[src/rtl/control_unit_pkg.sv]
// Shared encodings for the RV32I multi-cycle control unit: opcodes, FSM state codes,
// datapath select encodings and instruction-class indices.
package control_unit_pkg;

  localparam logic [6:0] OpR      = 7'b0110011;
  localparam logic [6:0] OpImm    = 7'b0010011;
  localparam logic [6:0] OpLoad   = 7'b0000011;
  localparam logic [6:0] OpStore  = 7'b0100011;
  localparam logic [6:0] OpBranch = 7'b1100011;
  localparam logic [6:0] OpJal    = 7'b1101111;
  localparam logic [6:0] OpJalr   = 7'b1100111;
  localparam logic [6:0] OpAuipc  = 7'b0010111;
  localparam logic [6:0] OpLui    = 7'b0110111;

  typedef enum logic [3:0] {
    StFetch     = 4'd0,
    StDecode    = 4'd1,
    StExecR     = 4'd2,
    StExecI     = 4'd3,
    StAddr      = 4'd4,
    StMemRd     = 4'd5,
    StMemWr     = 4'd6,
    StWbAlu     = 4'd7,
    StWbMem     = 4'd8,
    StBranch    = 4'd9,
    StJal       = 4'd10,
    StJalr      = 4'd11,
    StExecAuipc = 4'd12,
    StExecLui   = 4'd13,
    StHalt      = 4'd15
  } state_e;

  typedef enum logic [1:0] {
    PcPlus4 = 2'b00,
    PcImm   = 2'b01,
    PcAlu   = 2'b10,
    PcHold  = 2'b11
  } pc_sel_e;

  typedef enum logic [1:0] {
    AluAdd   = 2'b00,
    AluPassB = 2'b01,
    AluRType = 2'b10,
    AluIType = 2'b11
  } alu_op_e;

  localparam logic SrcARs1 = 1'b0;
  localparam logic SrcAPc  = 1'b1;
  localparam logic SrcBRs2 = 1'b0;
  localparam logic SrcBImm = 1'b1;

  // Bit positions in the instruction-class one-hot.
  localparam int unsigned ClsR       = 0;
  localparam int unsigned ClsImm     = 1;
  localparam int unsigned ClsLoad    = 2;
  localparam int unsigned ClsStore   = 3;
  localparam int unsigned ClsBranch  = 4;
  localparam int unsigned ClsJal     = 5;
  localparam int unsigned ClsJalr    = 6;
  localparam int unsigned ClsAuipc   = 7;
  localparam int unsigned ClsLui     = 8;
  localparam int unsigned ClsIllegal = 9;
  localparam int unsigned NumCls     = 10;

endpackage

[src/rtl/control_unit_decoder.sv]
// Combinational opcode to instruction-class one-hot; exactly one bit is always set,
// with unrecognised opcodes landing on the illegal class.
module cu_decoder
  import control_unit_pkg::*;
(
  input  logic [6:0]        opcode_i,
  output logic [NumCls-1:0] cls_o
);

  always_comb begin
    cls_o = '0;
    case (opcode_i)
      OpR:      cls_o[ClsR]       = 1'b1;
      OpImm:    cls_o[ClsImm]     = 1'b1;
      OpLoad:   cls_o[ClsLoad]    = 1'b1;
      OpStore:  cls_o[ClsStore]   = 1'b1;
      OpBranch: cls_o[ClsBranch]  = 1'b1;
      OpJal:    cls_o[ClsJal]     = 1'b1;
      OpJalr:   cls_o[ClsJalr]    = 1'b1;
      OpAuipc:  cls_o[ClsAuipc]   = 1'b1;
      OpLui:    cls_o[ClsLui]     = 1'b1;
      default:  cls_o[ClsIllegal] = 1'b1;
    endcase
  end

endmodule

[src/rtl/control_unit.sv]
// Multi-cycle RV32I control FSM. Define CU_ILLEGAL_HALT_EN to send illegal opcodes to a
// sticky HALT state; otherwise they retire as a NOP.
module control_unit
  import control_unit_pkg::*;
(
  input  logic        clk,
  input  logic        rst,
  input  logic [31:0] instruction,
  input  logic        branchOut,
  output logic        memPC,
  output logic        regWrite,
  output logic [3:0]  cstate,
  output logic        dMemRead,
  output logic        dMemWrite,
  output logic        aluSrcA,
  output logic        aluSrcB,
  output logic [1:0]  pcSelect,
  output logic [2:0]  branchOp,
  output logic [1:0]  aluOp,
  output logic        aluOutDataSel
);

  state_e            state_q, state_d;
  logic [NumCls-1:0] cls;
  pc_sel_e           pc_sel;
  alu_op_e           alu_op;

  logic unused_instr;
  assign unused_instr = ^{instruction[31:15], instruction[11:7]};

  cu_decoder u_decoder (
    .opcode_i (instruction[6:0]),
    .cls_o    (cls)
  );

  always_ff @(posedge clk) begin
    if (rst) begin
      state_q <= StFetch;
    end else begin
      state_q <= state_d;
    end
  end

  always_comb begin
    state_d       = state_q;
    memPC         = 1'b0;
    regWrite      = 1'b0;
    dMemRead      = 1'b0;
    dMemWrite     = 1'b0;
    aluSrcA       = SrcARs1;
    aluSrcB       = SrcBRs2;
    pc_sel        = PcHold;
    branchOp      = 3'b000;
    alu_op        = AluAdd;
    aluOutDataSel = 1'b0;

    case (state_q)
      StFetch: state_d = StDecode;
      StDecode: begin
        unique case (1'b1)
          cls[ClsR]:                  state_d = StExecR;
          cls[ClsImm]:                state_d = StExecI;
          cls[ClsLoad], cls[ClsStore]: state_d = StAddr;
          cls[ClsBranch]:             state_d = StBranch;
          cls[ClsJal]:                state_d = StJal;
          cls[ClsJalr]:               state_d = StJalr;
          cls[ClsAuipc]:              state_d = StExecAuipc;
          cls[ClsLui]:                state_d = StExecLui;
          default: begin
`ifdef CU_ILLEGAL_HALT_EN
            state_d = StHalt;
`else
            pc_sel  = PcPlus4;
            state_d = StFetch;
`endif
          end
        endcase
      end
      StExecR: begin
        alu_op  = AluRType;
        state_d = StWbAlu;
      end
      StExecI: begin
        aluSrcB = SrcBImm;
        alu_op  = AluIType;
        state_d = StWbAlu;
      end
      StAddr: begin
        aluSrcB = SrcBImm;
        // IR is stable here, so the class can only be load or store.
        if (cls[ClsLoad]) begin
          state_d = StMemRd;
        end else if (cls[ClsStore]) begin
          state_d = StMemWr;
        end else begin
          state_d = StFetch;
        end
      end
      StMemRd: begin
        dMemRead = 1'b1;
        aluSrcB  = SrcBImm;
        state_d  = StWbMem;
      end
      StMemWr: begin
        dMemWrite = 1'b1;
        aluSrcB   = SrcBImm;
        pc_sel    = PcPlus4;
        state_d   = StFetch;
      end
      StExecAuipc: begin
        aluSrcA = SrcAPc;
        aluSrcB = SrcBImm;
        state_d = StWbAlu;
      end
      StExecLui: begin
        aluSrcB = SrcBImm;
        alu_op  = AluPassB;
        state_d = StWbAlu;
      end
      StWbAlu: begin
        regWrite = 1'b1;
        pc_sel   = PcPlus4;
        state_d  = StFetch;
      end
      StWbMem: begin
        regWrite      = 1'b1;
        aluOutDataSel = 1'b1;
        pc_sel        = PcPlus4;
        state_d       = StFetch;
      end
      StBranch: begin
        branchOp = instruction[14:12];
        pc_sel   = branchOut ? PcImm : PcPlus4;
        state_d  = StFetch;
      end
      StJal: begin
        regWrite = 1'b1;
        memPC    = 1'b1;
        pc_sel   = PcImm;
        state_d  = StFetch;
      end
      StJalr: begin
        regWrite = 1'b1;
        memPC    = 1'b1;
        aluSrcB  = SrcBImm;
        pc_sel   = PcAlu;
        state_d  = StFetch;
      end
`ifdef CU_ILLEGAL_HALT_EN
      StHalt: state_d = StHalt;
`endif
      default: state_d = StFetch;
    endcase

    // Reset forces the FETCH idle pattern regardless of the current state.
    if (rst) begin
      memPC         = 1'b0;
      regWrite      = 1'b0;
      dMemRead      = 1'b0;
      dMemWrite     = 1'b0;
      aluSrcA       = SrcARs1;
      aluSrcB       = SrcBRs2;
      pc_sel        = PcHold;
      branchOp      = 3'b000;
      alu_op        = AluAdd;
      aluOutDataSel = 1'b0;
    end
  end

  assign cstate   = rst ? StFetch : state_q;
  assign pcSelect = pc_sel;
  assign aluOp    = alu_op;

endmodule

[config.mk]
export PLATFORM = sky130hd
export DESIGN_NAME = control_unit
export DESIGN_NICKNAME = d
export VERILOG_FILES = /design/src/rtl/control_unit_pkg.sv /design/src/rtl/control_unit_decoder.sv /design/src/rtl/control_unit.sv
export SDC_FILE = /design/constraint.sdc
export NUM_CORES = 1
export LEC_CHECK = 0
export BUFFER_PORTS_ARGS = -buffer_cell sky130_fd_sc_hd__buf_2
export CAP_MARGIN = 20
export CORE_MARGIN = 2
export CORE_UTILIZATION = 26
export CTS_CLUSTER_DIAMETER = 120
export DETAILED_ROUTE_END_ITERATION = 6
export GPL_TIMING_DRIVEN = 0
export SETUP_SLACK_MARGIN = 0.1
export SYNTH_ARGS = -nofsm -noshare
export SYNTH_HDL_FRONTEND = slang
export SYNTH_SLANG_ARGS = --single-unit
[constraint.sdc]
create_clock -name clk -period 1.34 [get_ports clk]
set_clock_uncertainty 0.05 [all_clocks]
set_input_delay 0.201 -clock clk [delete_from_list [all_inputs] [get_ports clk]]
set_output_delay 0.201 -clock clk [all_outputs]
set_load 0.03 [all_outputs]
==> run metrics, run 1 <==
Critical Path Source=state_q[3]$_SDFF_PP0_; htree depth=1; Slowest-stage cell, CP=dfxtp_4; largest net degree at the start of global routing=11; Synth area leader=dfxtp_1; Fmax=617 MHz; area grow syn2layout=107%; clk sink count=4; Int Pwr=0.360 mW; register area=95.1 µm²; max_slew headroom=73.7%; status=finished, violations left; number of global-route vias before repair=778; Least-Margin Pin Slew=0.394 ns; Commonest cells post-synth=nor2_1, a21oi_1; Hold Violations, Final=0; CTS Root Cell=clkbuf_4; final slew viol count=0; Async SR Flop Fraction=0%; CP Cell Sequence=nor2b_4, a21o_1, a21oi_2, a2bb2oi_4, buf_6; fraction of layout cells with a size suffix above 1=68.9%; count of different cell masters after synthesis=41; drt initial violations=8; clk_lat worst skew=0.23 ns; Vias=836; Starting Density=27.9%; I/O Pins=53; Post-synth top flop=dfxtp_1; TNS Setup=-2.49 ns; CORE AREA=2250 µm²; Worst-path clk slew=0.04 ns; # fillers=214; Synth area leaders=dfxtp_1, nor2_1, a31oi_1; nets=168; HP Class=input port to flop; RR Startpoint=state_q[0]$_SDFF_PP0_; clock buffer depth=2; site row count=17; Vias/cell=5.23; max reg flops=4; synthesized area per cell=6.99 µm²; Reg with most FFs=state_q; post-synthesis mux area share=0%; largest stage delay on the critical path=0.38 ns; n_diodes=0; type of origin of the critical path=flop; met1 Track Usage GR=19.5%; Remaining DRCs=0; Setup Viol. Count Final=15; Antenna Nets Post-Route=0; largest family of logic cells by synthesized area=simple AND/OR/NAND/NOR gates; met3 usage=0.282%; Post-synth EDFFs=0; Die ar.=2830 µm²; Setup crit end kind=primary output; Synth Area in Adders=0%; Logic pwr share=47.7%; Sequential Power Share=23.5%; most common cell in the netlist=nor2_1; switching share of power=35.2%; gr ovfl total=0; TritonCTS clock tree=done; wire length per cell=14.2 µm; Clk pwr share=28.9%; worst setup path category=flop to primary output; antenna violations before repair=0; Synth Area in Compound Gates=30.0%; grt met2 use=29.6%; DP Worst Slack=-0.198 ns; busiest grt layer=met2; Initial DRT Pass Iterations=4; Peak VDD IR=0.000275 V; area fraction of the dominant cell type after synthesis=12.7%; Net Switching=0.195 mW; sequential-to-total area share from yosys stat=12.7%; first-pass GRT wire length=3410 µm; RSZ-0062 raised after global routing=yes; Die X=53.2 µm; Max Cap Viol=0; CP max FO=6; Final GP Congestion=0.824; fin crit period=1.62 ns; fin worst setup slack=-0.280 ns; Routed WL=2270 µm; CP Data Required Time=1.09 ns; total global-route track usage=16.5%; Synth Cell Area=629 µm²; CTS Hold Bufs=0; XOR/XNOR Fraction of Synth Area=1.39%; Gate Count Post-Synth=90; IO buf count=28; yosys warns=0; failing checks=setup timing; simple-gate share of the synthesized area=46.1%; Lkg Pwr=0.524 nW; Die Ht=53.2 µm; biggest regs=state_q (4); dpl hpwl=1470 µm; total CTS buffers=3; Pwr Density=425 nW/µm²; Seq cells post-synth=4; crit path DAT=1.37 ns; Hold Startpoint=instruction[4]; Final period util=121%; syn nets=125; multi-input logic area=747 µm²
## placed cells by master (no fill, tap or decap), drive strengths merged, types with 2 or more instances in the layout
master,synthesis,routed
a21oi,6,6
nor2,9,9
o21ai,4,4
a21o,2,2
nor3,4,4
nor4,3,3
nor3b,3,3
a31oi,5,5
o22ai,2,2
nor2b,5,5
dfxtp,4,4
nand2b,7,7
inv,4,4
clkbuf,0,4
and2,4,4
a211oi,2,2
buf,7,45
nand2,5,5
## critical path: cells and delay by family (launching register included)
kind | cells | cell delay, ns
buffers and inverters | 1 | 0.14
DFF | 1 | 0.38
AOI/OAI and AO/OA | 3 | 0.48
and+or+nand+nor | 1 | 0.14
## cell type report
class                      count  share of cell area [%]
multi-input combinational     75                    57.2
timing repair buffer          38                    24.2
sequential                     4                    7.29
buffer                         7                    5.27
tap                           28                    2.68
clock buffer                   4                    2.01
inverter                       4                    1.34
## through the flow
stage               power (mW)  hold slack [ns]  std cells  area (µm²)  util, %
global placement         0.312            0.539        146         961     42.6
detailed placement       0.315            0.542        146         961     42.6
floorplan                0.258            0.373         90         786        -
CTS                      0.523            0.300        155        1200     53.1
global route             0.582            0.312        160        1310     57.9
finish                   0.555            0.287        160        1310     57.9
## worst paths after layout
check	endpoint	slack, ns	cells past startpoint
worst max-delay path	pcSelect[0]	-0.28	5
worst min-delay path	state_q[2]$_SDFF_PP0_	0.29	4
worst max register to register	state_q[2]$_SDFF_PP0_	0.09	5
worst min register to register	state_q[1]$_SDFF_PP0_	0.59	2
## routing by layer
layer,routed length (µm),vias to the layer above
met5,0,-
met4,52,0
met3,81,6
met2,1190,30
met1,951,381
li1,-,419
## power groups by stage
stage | Sequential, mW | Clock, mW | Combinational [mW]
2_1_floorplan | 0.129 | 0 | 0.129
3_3_place_gp | 0.131 | 0 | 0.182
3_5_place_dp | 0.131 | 0 | 0.184
4_1_cts | 0.130 | 0.167 | 0.226
5_1_grt | 0.131 | 0.169 | 0.282
6_report | 0.130 | 0.160 | 0.265
## timing repair
action	4_1_cts	5_1_grt
hold endpoints to repair	0	0
buffers inserted	5	5
endpoints found under the setup margin	17	18
pin swaps	8	4
gates resized for setup	50	15
## cell families (layout without fill, tap and decap cells)
logic type	Yosys count	after routing
xor+xnor	1	1
flops	4	4
buf+inv	11	53
simple gates	46	46
compound gates	28	28
Note: power is estimated with default switching activity, not from simulation.
==> inputs of run 2 (changes only) <==
Settings changed: ABC_AREA from default to 1, GPL_TIMING_DRIVEN 0 to default.
==> run 2 against run 1 <==
Effect of this change:
- the flow still finishes with violations (setup timing)
- critical path type unchanged
- count of clock-buffer cells in the layout down 1
- non-clock buffer count rose by 29
- combinational power increased by 16%
- highest routed layer unchanged
==> run metrics, run 2 <==
status=finished, violations left (unchanged); failing checks=setup timing (unchanged); total global-route track usage=19.8% (was 16.5%); Commonest cells post-synth=nand2_1, nor2_1, inv_1 (was nor2_1, a21oi_1); largest net degree at the start of global routing=14 (was 11); Synth Area in Adders=0% (unchanged); crit path DAT=1.35 ns (was 1.37 ns); TNS Setup=-2.94 ns (was -2.49 ns); Hold Startpoint=rst (was instruction[4]); htree depth=1 (unchanged); Gate Count Post-Synth=111 (was 90); Max Cap Viol=0 (unchanged); Antenna Nets Post-Route=0 (unchanged); fin crit period=1.60 ns (was 1.62 ns); Fmax=625 MHz (was 617 MHz); CP Data Required Time=1.09 ns (about the same); met2 routed WL=1590 µm (was 1190 µm); Die ar.=2590 µm² (was 2830 µm²); IO buf count=30 (was 28); top sig layer=met4 (unchanged); Final period util=119% (was 121%); Seq cells post-synth=4 (unchanged); RSZ-0062 raised after global routing=yes (unchanged); Hold Violations, Final=0 (unchanged); nets=222 (was 168); max_slew headroom=77.2% (was 73.7%); biggest regs=state_q (4) (unchanged); Post-synth EDFFs=0 (unchanged); largest family of logic cells by synthesized area=simple AND/OR/NAND/NOR gates (unchanged); wire length per cell=12.9 µm (was 14.2 µm); Synth Cell Area=571 µm² (was 629 µm²); max reg flops=4 (unchanged); Design Power=0.579 mW (was 0.555 mW); Worst R2R Path Depth=8 (was 5); syn nets=146 (was 125); Remaining DRCs=0 (unchanged); most common cell in the netlist=nand2_1 (was nor2_1); clock buffer depth=2 (unchanged); Pwr Density=386 nW/µm² (was 425 nW/µm²); HP Class=input port to flop (unchanged); area grow syn2layout=163% (was 107%); fraction of layout cells with a size suffix above 1=68.1% (was 68.9%); count of different cell masters after synthesis=19 (was 41); first-pass GRT wire length=3910 µm (was 3410 µm); Setup crit end kind=primary output (unchanged); Starting Density=28.2% (was 27.9%); simple-gate share of the synthesized area=57.9% (was 46.1%); dpl hpwl=1730 µm (was 1470 µm); worst hold stages=3 (was 4); CTS Hold Bufs=0 (unchanged); yosys warns=0 (unchanged); final slew viol count=0 (unchanged); Least-Margin Pin Slew=0.339 ns (was 0.394 ns); Peak VDD IR=0.000394 V (was 0.000275 V); gr ovfl total=0 (unchanged); sequential-to-total area share from yosys stat=14.0% (was 12.7%); R2R Path End=state_q[0]$_SDFF_PP0_ (was state_q[2]$_SDFF_PP0_); type of origin of the critical path=flop (unchanged); clk_lat worst skew=0.23 ns (about the same); CORE AREA=2020 µm² (was 2250 µm²); area fraction of the dominant cell type after synthesis=17.8% (was 12.7%); clk sink count=4 (unchanged); Async SR Flop Fraction=0% (unchanged); site row count=16 (was 17); Synth area leaders=nand2_1, dfxtp_1, nand3_1 (was dfxtp_1, nor2_1, a31oi_1); drt initial violations=23 (was 8); commonest cells after routing, fill and taps aside=buf_4, buf_6, nand2_1 (was buf_4, buf_6, buf_2); Hold Path End=state_q[2]$_SDFF_PP0_ (unchanged); synthesized area per cell=5.14 µm² (was 6.99 µm²); Die X=50.8 µm (was 53.2 µm); Vias=1022 (was 836); Worst-path clk slew=0.04 ns (about the same); CTS Root Cell=clkbuf_4 (unchanged); Synth Area in Compound Gates=12.1% (was 30.0%); Final GP Congestion=0.839 (was 0.824); fin worst setup slack=-0.259 ns (was -0.280 ns); reg-to-reg slack, setup=0.09 ns (about the same); number of global-route vias before repair=970 (was 778); I/O Pins=53 (unchanged); antenna violations before repair=0 (unchanged); XOR/XNOR Fraction of Synth Area=0% (was 1.39%); Post-synth top flop=dfxtp_1 (unchanged); commonest non-fill, non-tap cell in the layout=buf_4 (unchanged); Reg with most FFs=state_q (unchanged); RR Startpoint=state_q[1]$_SDFF_PP0_ (was state_q[0]$_SDFF_PP0_); Synth area leader=nand2_1 (was dfxtp_1); post-synthesis mux area share=0% (unchanged); Initial DRT Pass Iterations=4 (unchanged); Setup Viol. Count Final=15 (unchanged); wl on met1=1030 µm (was 951 µm); total CTS buffers=3 (unchanged); Vias/cell=4.82 (was 5.23); Lkg Pwr=0.750 nW (was 0.524 nW); CP max FO=4 (was 6); Routed WL=2740 µm (was 2270 µm); TritonCTS clock tree=done (unchanged); n_diodes=0 (unchanged); Die Ht=50.8 µm (was 53.2 µm); metal3 WL=98 µm (was 81 µm); worst setup path category=flop to primary output (unchanged)
==> run 2: changes by cell type after synthesis, sizes merged, moves of 5 or more <==
cell	previous run	this run
nand2	5	27
inv	4	19
nand3	0	15
nor2	9	23
nand2b	7	0
buf	7	1
nor2b	5	0
==> run 2: what timing repair did <==
| action | in CTS | in global routing |
|---|---|---|
| buffers inserted | 5 | 6 |
| pin swaps | 7 | 9 |
| setup endpoints to repair | 22 | 20 |
| gates resized for setup | 55 | 29 |
==> run 2: logic make-up after synthesis <==
group,count (synthesis)
AND/OR/NAND/NOR,73
flip-flops,4
buffers and inverters,22
AO/OA/AOI/OAI,12
==> run 2: routing by layer <==
layer	vias up	global-route usage, %
li1	511	-
met5	-	0
met1	475	21.8
met2	34	39.3
met3	2	1.75
met4	0	6.76
==> run 2: stage by stage <==
step	hold slack (ns)	utilization [%]	cell area (µm²)	worst slack, ns	std cells
after global routing	0.375	74.2	1500	-0.319	212
after floorplan	0.434	-	703	-0.0322	111
after detailed placement	0.562	56.1	1130	-0.197	199
after CTS	0.330	67.3	1360	-0.220	207
after global placement	0.567	56.1	1130	-0.188	199
final	0.385	74.2	1500	-0.259	212
==> run 2: worst max path at each step <==
stage / startpoint / to / slack [ns] / cells past startpoint
after floorplan: rst / aluOutDataSel / -0.03 / 3
after global placement: instruction[0] / pcSelect[0] / -0.19 / 8
after detailed placement: instruction[0] / pcSelect[1] / -0.20 / 8
after CTS: state_q[2]$_SDFF_PP0_ / pcSelect[0] / -0.22 / 7
after global routing: state_q[2]$_SDFF_PP0_ / pcSelect[0] / -0.32 / 6
final: state_q[2]$_SDFF_PP0_ / pcSelect[0] / -0.26 / 6
==> run 2: area by class of cell <==
class / count / area [µm²]
multi-input combinational: 85 / 633
timing repair buffer: 74 / 632
fill: 136 / 522
sequential: 4 / 92.6
inverter: 19 / 86.3
tap: 27 / 33.8
clock buffer: 3 / 22.5
==> run 2: report_power, final <==
| part | total [mW] | leakage [nW] | internal, mW | switching [mW] |
|---|---|---|---|---|
| clock network | 0.146 | 0.0138 | 0.100 | 0.0465 |
| logic | 0.308 | 0.701 | 0.144 | 0.165 |
| registers | 0.124 | 0.0352 | 0.119 | 0.00523 |
==> run 2: worst max-delay path: stages, from the launching register on <==
cell and delay [ns]:
dfxtp_4 0.35, buf_4 0.15, nand2_2 0.08, o211ai_1 0.17, o21ai_4 0.13, nand3_4 0.09
buf_6 0.14
==> inputs of run 3 (changes only) <==
Settings changed: BUFFER_PORTS_ARGS -buffer_cell sky130_fd_sc_hd__buf_2 to default, DONT_BUFFER_PORTS from default to 1, TNS_END_PERCENT from default to 5.
==> run 3 against run 2 <==
Effect of this change:
- the run still ends with setup timing left
- maximum frequency grew 3.9%
- critical path depth shrank 1
- cell area shrank 22%
- cell count shrank 13%
- register-to-register slack lost 0.26 ns
- first-iteration DRC count shrank 35%
- power shrank 22%
- wire length shrank 27%
- count of clock-buffer cells in the layout is the same
- via count shrank 14%
- critical endpoint is now pcSelect[1]
- largest cell class unchanged
==> run metrics, run 3 (synthesized netlist as in run 2, its figures left out) <==
status=finished, violations left (unchanged); failing checks=setup timing (unchanged); total global-route track usage=17.5% (was 19.8%); htree depth=1 (unchanged); number of global-route vias before repair=916 (was 970); IO buf count=0 (was 30); Fmax=650 MHz (was 625 MHz); Peak VDD IR=0.000207 V (was 0.000394 V); wire length per cell=10.9 µm (was 12.9 µm); Design Power=0.453 mW (was 0.579 mW); Hold Violations, Final=0 (unchanged); Least-Margin Pin Slew=0.272 ns (was 0.339 ns); site row count=16 (unchanged); worst setup path category=flop to primary output (unchanged); top sig layer=met4 (unchanged); Routed WL=2010 µm (was 2740 µm); area grow syn2layout=105% (was 163%); fraction of layout cells with a size suffix above 1=56.1% (was 68.1%); reg-to-reg slack, setup=-0.17 ns (was 0.09 ns); CP max FO=6 (was 4); Die ar.=2590 µm² (unchanged); final slew viol count=0 (unchanged); met2 routed WL=1110 µm (was 1590 µm); dpl cells=170 (was 199); TritonCTS clock tree=done (unchanged); n_diodes=0 (unchanged); CTS Root Cell=clkbuf_4 (unchanged); drt initial violations=15 (was 23); Vias/cell=4.78 (was 4.82); Final GP Congestion=0.864 (was 0.839); metal3 WL=85 µm (was 98 µm); Placed Area=911 µm² (was 1130 µm²); commonest cells after routing, fill and taps aside=buf_4, nand2_1, nor2_1 (was buf_4, buf_6, nand2_1); RSZ-0062 raised after global routing=yes (unchanged); max_slew headroom=81.8% (was 77.2%); # fillers=187 (was 136); dpl hpwl=1450 µm (was 1730 µm); Die X=50.8 µm (unchanged); max reg flops=4 (unchanged); Vias=879 (was 1022); biggest regs=state_q (4) (unchanged); fin worst setup slack=-0.199 ns (was -0.259 ns); Max Cap Viol=0 (unchanged); largest net degree at the start of global routing=16 (was 14); Setup crit end kind=primary output (unchanged); CP Data Required Time=1.09 ns (about the same); HP Class=input port to flop (unchanged); total CTS buffers=3 (unchanged); type of origin of the critical path=flop (unchanged); Reg with most FFs=state_q (unchanged); CP bufs+invs=2 (unchanged); clock buffer depth=2 (unchanged); Antenna Nets Post-Route=0 (unchanged); crit path DAT=1.29 ns (was 1.35 ns); Top Family by Delay on Critical Path=flip-flops (unchanged); largest stage delay on the critical path=0.40 ns (was 0.35 ns); Pwr Density=387 nW/µm² (was 386 nW/µm²); Final period util=115% (was 119%); first-pass GRT wire length=3530 µm (was 3910 µm); fin area=1170 µm² (was 1500 µm²); Starting Density=28.2% (unchanged); Lkg Pwr=0.567 nW (was 0.750 nW); wl on met1=764 µm (was 1030 µm); CP Cell Sequence=inv_4, buf_6, o211ai_1, o21ai_2, nand3_4 (was buf_4, nand2_2, o211ai_1, o21ai_4, nand3_4, buf_6); clk sink count=4 (unchanged); Initial DRT Pass Iterations=4 (unchanged); CORE AREA=2020 µm² (unchanged); Worst-path clk slew=0.04 ns (about the same); gr ovfl total=0 (unchanged); Setup Viol. Count Final=15 (unchanged); Slowest-stage cell, CP=dfxtp_4 (unchanged); Finished Core Util=57.9% (was 74.2%); Cell Count, Final, Fillers Out=184 (was 212); antenna violations before repair=0 (unchanged); fin crit period=1.54 ns (was 1.60 ns); Remaining DRCs=0 (unchanged); nets=194 (was 222); clk_lat worst skew=0.24 ns (was 0.23 ns); I/O Pins=53 (unchanged); commonest non-fill, non-tap cell in the layout=buf_4 (unchanged); Die Ht=50.8 µm (unchanged)
run 3: stage by stage:
step,hold slack (ns),setup TNS (ns),setup slack (ns)
2_1_floorplan,0.441,-0.236,-0.0385
3_3_place_gp,0.227,-0.103,-0.0563
3_5_place_dp,0.228,-0.190,-0.0924
4_1_cts,0.156,-2.03,-0.199
5_1_grt,0.188,-3.02,-0.259
6_report,0.173,-2.12,-0.199
run 3: layout make-up:
class	count	area (µm²)	share of cell area [%]
repair buffers	46	393	33.5
clock buffers	3	22.5	1.92
inverters	19	78.8	6.73
multi-input cells	85	553	47.2
well taps	27	33.8	2.88
flip-flops and latches	4	90.1	7.69
run 3: worst reg2reg max path, stage by stage (launching register included):
cell and delay (ns):
dfxtp_4 0.40, inv_4 0.06, buf_6 0.12, nand3_4 0.07, nand2_4 0.06, buf_4 0.13
buf_4 0.12, buf_4 0.12, buf_4 0.12, a21oi_2 0.09, a21oi_1 0.07
run 3: path summary, 6_finish.rpt:
check / start / end / cells past startpoint
setup / recovery: state_q[2]$_SDFF_PP0_ / pcSelect[1] / 5
hold / removal: rst / state_q[0]$_SDFF_PP0_ / 3
setup reg to reg: state_q[2]$_SDFF_PP0_ / state_q[2]$_SDFF_PP0_ / 10
hold reg to reg: state_q[0]$_SDFF_PP0_ / state_q[3]$_SDFF_PP0_ / 6
run 3: routing by layer:
layer  global-route usage [%]  vias to the layer above
met5                        0                        -
met4                     11.7                        0
met3                    0.292                        6
met2                     34.4                       29
met1                     17.8                      394
li1                         -                      450
run 3: power by group:
group | total [mW] | internal [mW] | switching [mW] | leakage (nW)
clock network | 0.150 | 0.100 | 0.0498 | 0.0138
logic | 0.179 | 0.0727 | 0.106 | 0.518
registers | 0.125 | 0.121 | 0.00382 | 0.0349
total | 0.453 | 0.294 | 0.159 | 0.567
run 3: repair_timing:
| action | in CTS | in global routing |
|---|---|---|
| hold endpoints to repair | 2 | 0 |
| pin swaps | 8 | 10 |
| setup endpoints to repair | 19 | 21 |
| setup buffers | 9 | 2 |
| hold buffers | 1 | 0 |
| cloned | 0 | 0 |
| resized for setup | 36 | 10 |
